--- src/rtl/proc_pkg.sv ---
// Shared execute-stage definitions: logical-unit operation encodings.
package proc_pkg;

  localparam int LU_FUNCT_W = 4;

  typedef enum logic [LU_FUNCT_W-1:0] {
    LU_AND  = 4'd0,
    LU_OR   = 4'd1,
    LU_XOR  = 4'd2,
    LU_ANDN = 4'd3,
    LU_ORN  = 4'd4,
    LU_XNOR = 4'd5,
    LU_SLL  = 4'd6,
    LU_SRL  = 4'd7,
    LU_SRA  = 4'd8,
    LU_ROL  = 4'd9,
    LU_ROR  = 4'd10,
    LU_PASS = 4'd11,
    LU_CLZ  = 4'd12,
    LU_CTZ  = 4'd13,
    LU_CPOP = 4'd14,
    LU_RSVD = 4'd15
  } lu_funct_e;

endpackage

--- src/rtl/lu_bitcnt.sv ---
// Combinational leading-zero, trailing-zero and population counts,
// each zero-extended to WIDTH. A zero input gives CLZ = CTZ = WIDTH.
module lu_bitcnt #(
  parameter int WIDTH = 32
) (
  input  logic [WIDTH-1:0] a_i,
  output logic [WIDTH-1:0] clz_o,
  output logic [WIDTH-1:0] ctz_o,
  output logic [WIDTH-1:0] cpop_o
);

  localparam int CNT_W = $clog2(WIDTH) + 1;

  logic [CNT_W-1:0] clz;
  logic [CNT_W-1:0] ctz;
  logic [CNT_W-1:0] cpop;
  logic             seen_hi;
  logic             seen_lo;

  always_comb begin
    clz     = '0;
    ctz     = '0;
    cpop    = '0;
    seen_hi = 1'b0;
    seen_lo = 1'b0;
    for (int i = 0; i < WIDTH; i++) begin
      // Count zeros until the first set bit seen from each end.
      if (!seen_hi) begin
        if (a_i[WIDTH-1-i]) seen_hi = 1'b1;
        else                clz     = clz + CNT_W'(1);
      end
      if (!seen_lo) begin
        if (a_i[i]) seen_lo = 1'b1;
        else        ctz     = ctz + CNT_W'(1);
      end
      if (a_i[i]) cpop = cpop + CNT_W'(1);
    end
  end

  assign clz_o  = {{(WIDTH-CNT_W){1'b0}}, clz};
  assign ctz_o  = {{(WIDTH-CNT_W){1'b0}}, ctz};
  assign cpop_o = {{(WIDTH-CNT_W){1'b0}}, cpop};

endmodule

--- src/rtl/logic_unit_pipe.sv ---
// Two-stage pipelined logical unit: bitwise, shift/rotate and optional bit counts.
// Define LOGIC_BITCNT_EN to enable CLZ/CTZ/CPOP; otherwise funct 12-14 are illegal.
module logic_unit_pipe
  import proc_pkg::*;
#(
  parameter  int WIDTH   = 32,
  parameter  int TAG_W   = 5,
  localparam int SHAMT_W = $clog2(WIDTH)
) (
  input  logic                  clk_i,
  input  logic                  rst_i,
  input  logic                  flush_i,
  input  logic                  in_valid_i,
  output logic                  in_ready_o,
  input  logic [LU_FUNCT_W-1:0] funct_i,
  input  logic [WIDTH-1:0]      op1_i,
  input  logic [WIDTH-1:0]      op2_i,
  input  logic [TAG_W-1:0]      tag_i,
  output logic                  out_valid_o,
  input  logic                  out_ready_i,
  output logic [WIDTH-1:0]      res_o,
  output logic [TAG_W-1:0]      tag_o,
  output logic                  illegal_o
);

  // Handshake: a transfer happens on a cycle where valid && ready; a producer
  // holds valid and payload stable until it transfers, and ready never waits on valid.
  logic s1_ready;
  logic s2_ready;
  logic accept;
  logic advance;

  logic             s1_valid_q, s1_valid_d;
  lu_funct_e        s1_funct_q, s1_funct_d;
  logic [WIDTH-1:0] s1_op1_q,   s1_op1_d;
  logic [WIDTH-1:0] s1_op2_q,   s1_op2_d;
  logic [TAG_W-1:0] s1_tag_q,   s1_tag_d;

  logic             s2_valid_q, s2_valid_d;
  logic [WIDTH-1:0] res_q,      res_d;
  logic [TAG_W-1:0] tag_q,      tag_d;
  logic             illegal_q,  illegal_d;

  logic [WIDTH-1:0] res_c;
  logic             illegal_c;

  assign s2_ready   = !s2_valid_q || out_ready_i;
  assign s1_ready   = !s1_valid_q || s2_ready;
  assign in_ready_o = s1_ready || flush_i;
  assign accept     = in_valid_i && s1_ready && !flush_i;
  assign advance    = s1_valid_q && s2_ready && !flush_i;

  // Shifts and rotates share one right shifter; left forms reverse in and out.
  logic [SHAMT_W-1:0] shamt;
  logic               is_left;
  logic               is_rot;
  logic [WIDTH-1:0]   op1_rev;
  logic [WIDTH-1:0]   sh_src;
  logic [WIDTH-1:0]   sh_hi;
  logic [2*WIDTH-1:0] sh_wide;
  logic [WIDTH-1:0]   sh_out;
  logic [WIDTH-1:0]   sh_out_rev;
  logic [WIDTH-1:0]   sh_res;

  for (genvar i = 0; i < WIDTH; i++) begin : g_rev
    assign op1_rev[i]    = s1_op1_q[WIDTH-1-i];
    assign sh_out_rev[i] = sh_out[WIDTH-1-i];
  end

  always_comb begin
    shamt   = s1_op2_q[SHAMT_W-1:0];
    is_left = (s1_funct_q == LU_SLL) || (s1_funct_q == LU_ROL);
    is_rot  = (s1_funct_q == LU_ROL) || (s1_funct_q == LU_ROR);
    sh_src  = is_left ? op1_rev : s1_op1_q;
    if (is_rot)                    sh_hi = sh_src;
    else if (s1_funct_q == LU_SRA) sh_hi = {WIDTH{s1_op1_q[WIDTH-1]}};
    else                           sh_hi = '0;
    sh_wide = {sh_hi, sh_src} >> shamt;
    sh_out  = sh_wide[WIDTH-1:0];
    sh_res  = is_left ? sh_out_rev : sh_out;
  end

`ifdef LOGIC_BITCNT_EN
  logic [WIDTH-1:0] clz;
  logic [WIDTH-1:0] ctz;
  logic [WIDTH-1:0] cpop;

  lu_bitcnt #(.WIDTH(WIDTH)) u_bitcnt (
    .a_i    (s1_op1_q),
    .clz_o  (clz),
    .ctz_o  (ctz),
    .cpop_o (cpop)
  );
`endif

  always_comb begin
    res_c     = '0;
    illegal_c = 1'b0;
    case (s1_funct_q)
      LU_AND:  res_c = s1_op1_q & s1_op2_q;
      LU_OR:   res_c = s1_op1_q | s1_op2_q;
      LU_XOR:  res_c = s1_op1_q ^ s1_op2_q;
      LU_ANDN: res_c = s1_op1_q & ~s1_op2_q;
      LU_ORN:  res_c = s1_op1_q | ~s1_op2_q;
      LU_XNOR: res_c = ~(s1_op1_q ^ s1_op2_q);
      LU_SLL, LU_SRL, LU_SRA, LU_ROL, LU_ROR: res_c = sh_res;
      LU_PASS: res_c = s1_op2_q;
`ifdef LOGIC_BITCNT_EN
      LU_CLZ:  res_c = clz;
      LU_CTZ:  res_c = ctz;
      LU_CPOP: res_c = cpop;
`endif
      default: illegal_c = 1'b1;
    endcase
  end

  always_comb begin
    s1_valid_d = s1_valid_q;
    s1_funct_d = s1_funct_q;
    s1_op1_d   = s1_op1_q;
    s1_op2_d   = s1_op2_q;
    s1_tag_d   = s1_tag_q;
    s2_valid_d = s2_valid_q;
    res_d      = res_q;
    tag_d      = tag_q;
    illegal_d  = illegal_q;

    if (s1_ready) s1_valid_d = accept;
    if (accept) begin
      s1_funct_d = lu_funct_e'(funct_i);
      s1_op1_d   = op1_i;
      s1_op2_d   = op2_i;
      s1_tag_d   = tag_i;
    end

    if (s2_ready) s2_valid_d = s1_valid_q;
    if (advance) begin
      res_d     = res_c;
      tag_d     = s1_tag_q;
      illegal_d = illegal_c;
    end

    if (flush_i) begin
      s1_valid_d = 1'b0;
      s2_valid_d = 1'b0;
    end
  end

  always_ff @(posedge clk_i or posedge rst_i) begin
    if (rst_i) begin
      s1_valid_q <= 1'b0;
      s1_funct_q <= LU_AND;
      s1_op1_q   <= '0;
      s1_op2_q   <= '0;
      s1_tag_q   <= '0;
      s2_valid_q <= 1'b0;
      res_q      <= '0;
      tag_q      <= '0;
      illegal_q  <= 1'b0;
    end else begin
      s1_valid_q <= s1_valid_d;
      s1_funct_q <= s1_funct_d;
      s1_op1_q   <= s1_op1_d;
      s1_op2_q   <= s1_op2_d;
      s1_tag_q   <= s1_tag_d;
      s2_valid_q <= s2_valid_d;
      res_q      <= res_d;
      tag_q      <= tag_d;
      illegal_q  <= illegal_d;
    end
  end

  assign out_valid_o = s2_valid_q;
  assign res_o       = res_q;
  assign tag_o       = tag_q;
  assign illegal_o   = illegal_q;

endmodule

--- config.mk ---
export PLATFORM = sky130hd
export DESIGN_NAME = logic_unit_pipe
export DESIGN_NICKNAME = d
export VERILOG_FILES = /design/src/rtl/proc_pkg.sv /design/src/rtl/lu_bitcnt.sv /design/src/rtl/logic_unit_pipe.sv
export SDC_FILE = /design/constraint.sdc
export NUM_CORES = 1
export LEC_CHECK = 0
export ABC_AREA = 1
export BUFFER_PORTS_ARGS = -buffer_cell sky130_fd_sc_hd__buf_2
export CELL_PAD_IN_SITES_DETAIL_PLACEMENT = 0
export CELL_PAD_IN_SITES_GLOBAL_PLACEMENT = 1
export CORE_ASPECT_RATIO = 0.7
export CORE_UTILIZATION = 45
export DETAILED_ROUTE_END_ITERATION = 10
export GPL_TIMING_DRIVEN = 1
export PLACE_DENSITY = 0.95
export REMOVE_ABC_BUFFERS = 1
export SLEW_MARGIN = 15
export SYNTH_ARGS = -nofsm -noshare
export SYNTH_HDL_FRONTEND = slang
export SYNTH_SLANG_ARGS = --single-unit
--- constraint.sdc ---
create_clock -name clk_i -period 6.4 [get_ports clk_i]
set_input_delay 1.28 -clock clk_i [delete_from_list [all_inputs] [get_ports clk_i]]
set_output_delay 1.28 -clock clk_i [all_outputs]
set_load 0.05 [all_outputs]
==> run summary <==
register bit total from synthesis -> 113
Max transition margin -> 30.8%
layout cells sized above 1 -> 11.3%
Final Core Density -> 51.0%
global-route wire length before repair -> 64700 um
CTS max path bufs -> 2
Total Routing Usage GR -> 35.9%
vias post-DR -> 12.6k
power per cell area -> 320 nW/um^2
worst slew pin tran -> 1040 ps
post-cts hold buffer count -> 0
Max Freq -> 0.253 GHz
fin. max-slew vios -> 0
Hold Vio Cnt, Final -> 0
Pre-antenna DRT Iters -> 9
Synth area leader -> nand3_1
Max Cap Viol -> 0
post-route ant nets -> 0
site row count -> 46
worst clock skew -> 13.1 ps
crit share post-route -> 61.8%
status -> finished, violations left
Leak Pwr -> 5.64 nW
register area share after synthesis -> 27.2%
multiplexer share of the synthesized area -> 0.973%
cts repair resizes -> 0
worst endpoint required time -> 6720 ps
min Tclk post-route -> 3960 ps
number of global-route vias before repair -> 11.2k
Mapped Area -> 10400 um^2
area share of the largest cell type after synthesis -> 29.9%
Synth Flop Type -> dfrtp_1
DRT iter0 DRCs -> 1579
starting density of the core -> 45.9%
Area Overhead vs Synth -> 11.1%
violated checks -> DRC
DP Wirelength -> 29400 um
final setup fails -> 0
nets@finish -> 1814
crit path DAT -> 4280 ps
Register Area -> 2830 um^2
Clk pin slew, worst setup/hold paths -> 50 ps
Die ar. -> 23800 um^2
post-synthesis xor/xnor area fraction -> 3.20%
initial antenna violation count -> 1
fillers -> 2394
average wire per cell in the routed design -> 20.5 um
RePlAce Congestion -> 1.03
synth top area cells -> nand3_1, dfrtp_1, nand2_1
Critical Path Source Type -> register
largest net degree at the start of global routing -> 139
H-tree levels -> 4
I/O Buffers -> 117
CTS Sinks -> 113
buffers inserted by post-CTS timing repair -> 0
Die H -> 129 um
worst skew pair latency -> 440 ps
Critical Path End Type -> register
critical path class -> reg2reg
IO Count -> 118
most frequent cell after synthesis -> nand3_1
YS warnings -> 0
Synth Area in Compound Gates -> 11.4%
most frequent cells after synthesis -> nand3_1, nand2_1, dfrtp_1, nor2_1, inv_1
syn avg cell area -> 6.11 um^2
Yosys cell types -> 36
main combinational cell family by area after synthesis -> simple AND/OR/NAND/NOR gates
Core Footprint -> 22700 um^2
unrepaired setup endpoints after global routing -> no
Multi-input gate area -> 6720 um^2
Hold Path Class -> reg2reg
drt drc -> 2
die width -> 184 um
Synth Area in Adders -> 0%
Async SR Flop Fraction -> 100%
final wirelength -> 42300 um
CTS tree -> built
EDFF count, synth -> 0
clk root buf -> clkbuf_16
Post-Syn Instances -> 1705
Simple-Gate Fraction of Synth Area -> 48.8%
CTS buffer count -> 17
setup tns final -> 0 ps
Peak VDD IR -> 0.000210 V
CP max FO -> 71
vias per cell -> 6.14
GRT overflow -> 0
n_diodes -> 0
-- report_power, final --
| part | internal, W | switching [W] | total [W] |
|---|---|---|---|
| logic | 0.000501 | 0.00134 | 0.00184 |
| clock network | 0.000509 | 0.000354 | 0.000863 |
| registers | 0.000856 | 0.000141 | 0.000997 |
| total | 0.00187 | 0.00184 | 0.00370 |
-- cell families after synthesis --
group	after synthesis
flip-flops	113
AO/OA/AOI/OAI	200
multiplexers	9
AND/OR/NAND/NOR	1126
buffers and inverters	219
XOR/XNOR	38
-- through the flow --
stage	std cells	power (W)	hold slack [ps]	area (um^2)	setup slack (ps)
2_1_floorplan	1575	0.00225	436	9860	1620
3_3_place_gp	2029	0.00279	439	11100	2680
3_5_place_dp	2029	0.00280	458	11100	2560
4_1_cts	2060	0.00366	469	11600	2550
5_1_grt	2060	0.00391	486	11600	2100
6_report	2060	0.00370	468	11600	2440
-- state kept, by name, indices dropped and copies added, names as in the netlist --
| name | count |
|---|---|
| out_valid_o | 1 |
| tag_o | 5 |
| s1_op2_q | 32 |
| s1_valid_q | 1 |
| s1_op1_q | 32 |
| illegal_o | 1 |
| s1_funct_q | 4 |
| s1_tag_q | 5 |
| res_o | 32 |
-- placed cells by master (no fill, tap or decap), types with 2 or more instances in the layout --
| master | count |
|---|---|
| inv_2 | 7 |
| o211ai_1 | 5 |
| mux2_2 | 9 |
| nand2_1 | 363 |
| inv_1 | 78 |
| o221ai_1 | 7 |
| a221oi_1 | 6 |
| o21ai_2 | 2 |
| nor4_1 | 3 |
| nand3_1 | 623 |
| clkbuf_8 | 2 |
| a21boi_0 | 3 |
| o22ai_1 | 6 |
| clkinv_2 | 5 |
| nor2_4 | 2 |
| buf_4 | 24 |
| clkinv_1 | 3 |
| dfrtp_1 | 112 |
| a21oi_1 | 75 |
| xnor2_1 | 4 |
| a211oi_1 | 2 |
| a311oi_1 | 7 |
| nand2_2 | 3 |
| a2111oi_0 | 14 |
| buf_2 | 117 |
| xor2_1 | 34 |
| o2111ai_1 | 4 |
| o21ai_0 | 67 |
| clkbuf_16 | 17 |
| clkbuf_1 | 6 |
| nor3_1 | 23 |
| nor2_2 | 4 |
| nor2_1 | 103 |
-- cell type report --
cell class	instances	share of cell area [%]
inverter	89	2.91
tap	312	3.37
multi-input combinational	1373	58.1
sequential	113	24.5
clock buffer	25	4.11
timing repair buffer	142	6.79
clock inverter	6	0.292
-- critical path: stages, from the launching register on --
cell and delay, ps:
dfrtp_1 400, inv_1 110, nor2_1 80, nand2_2 60
buf_4 390, nand2_4 520, inv_2 780, nand2_1 180
nand3_1 140, nand3_1 130, nand3_1 170, nand3_1 120
nand2_1 110, nand2_1 50, nand2_1 180, nand2_1 70
nand2_1 100, nand2_1 50, nand2_1 70, nand2_1 70
-- final timing paths --
check,end,slack [ps],cells past startpoint,startpoint
max in group asynchronous,s1_op1_q[9],4130,3,rst_i
min in group asynchronous,s1_op1_q[13],960,2,rst_i
setup reg to reg,res_o[0],2440,19,s1_funct_q[1]
hold reg to reg,tag_o[4],470,2,s1_tag_q[4]
setup / recovery,res_o[0],2440,19,s1_funct_q[1]
hold / removal,tag_o[4],470,2,s1_tag_q[4]
-- metal layers --
metal | part of all wire (%) | GRT usage, %
met1 | 45 | 52.2
met3 | 11 | 8.63
met2 | 41 | 50.8
met4 | 3.1 | 13.9
met5 | 0 | 0
Note: power is estimated with default switching activity, not from simulation.
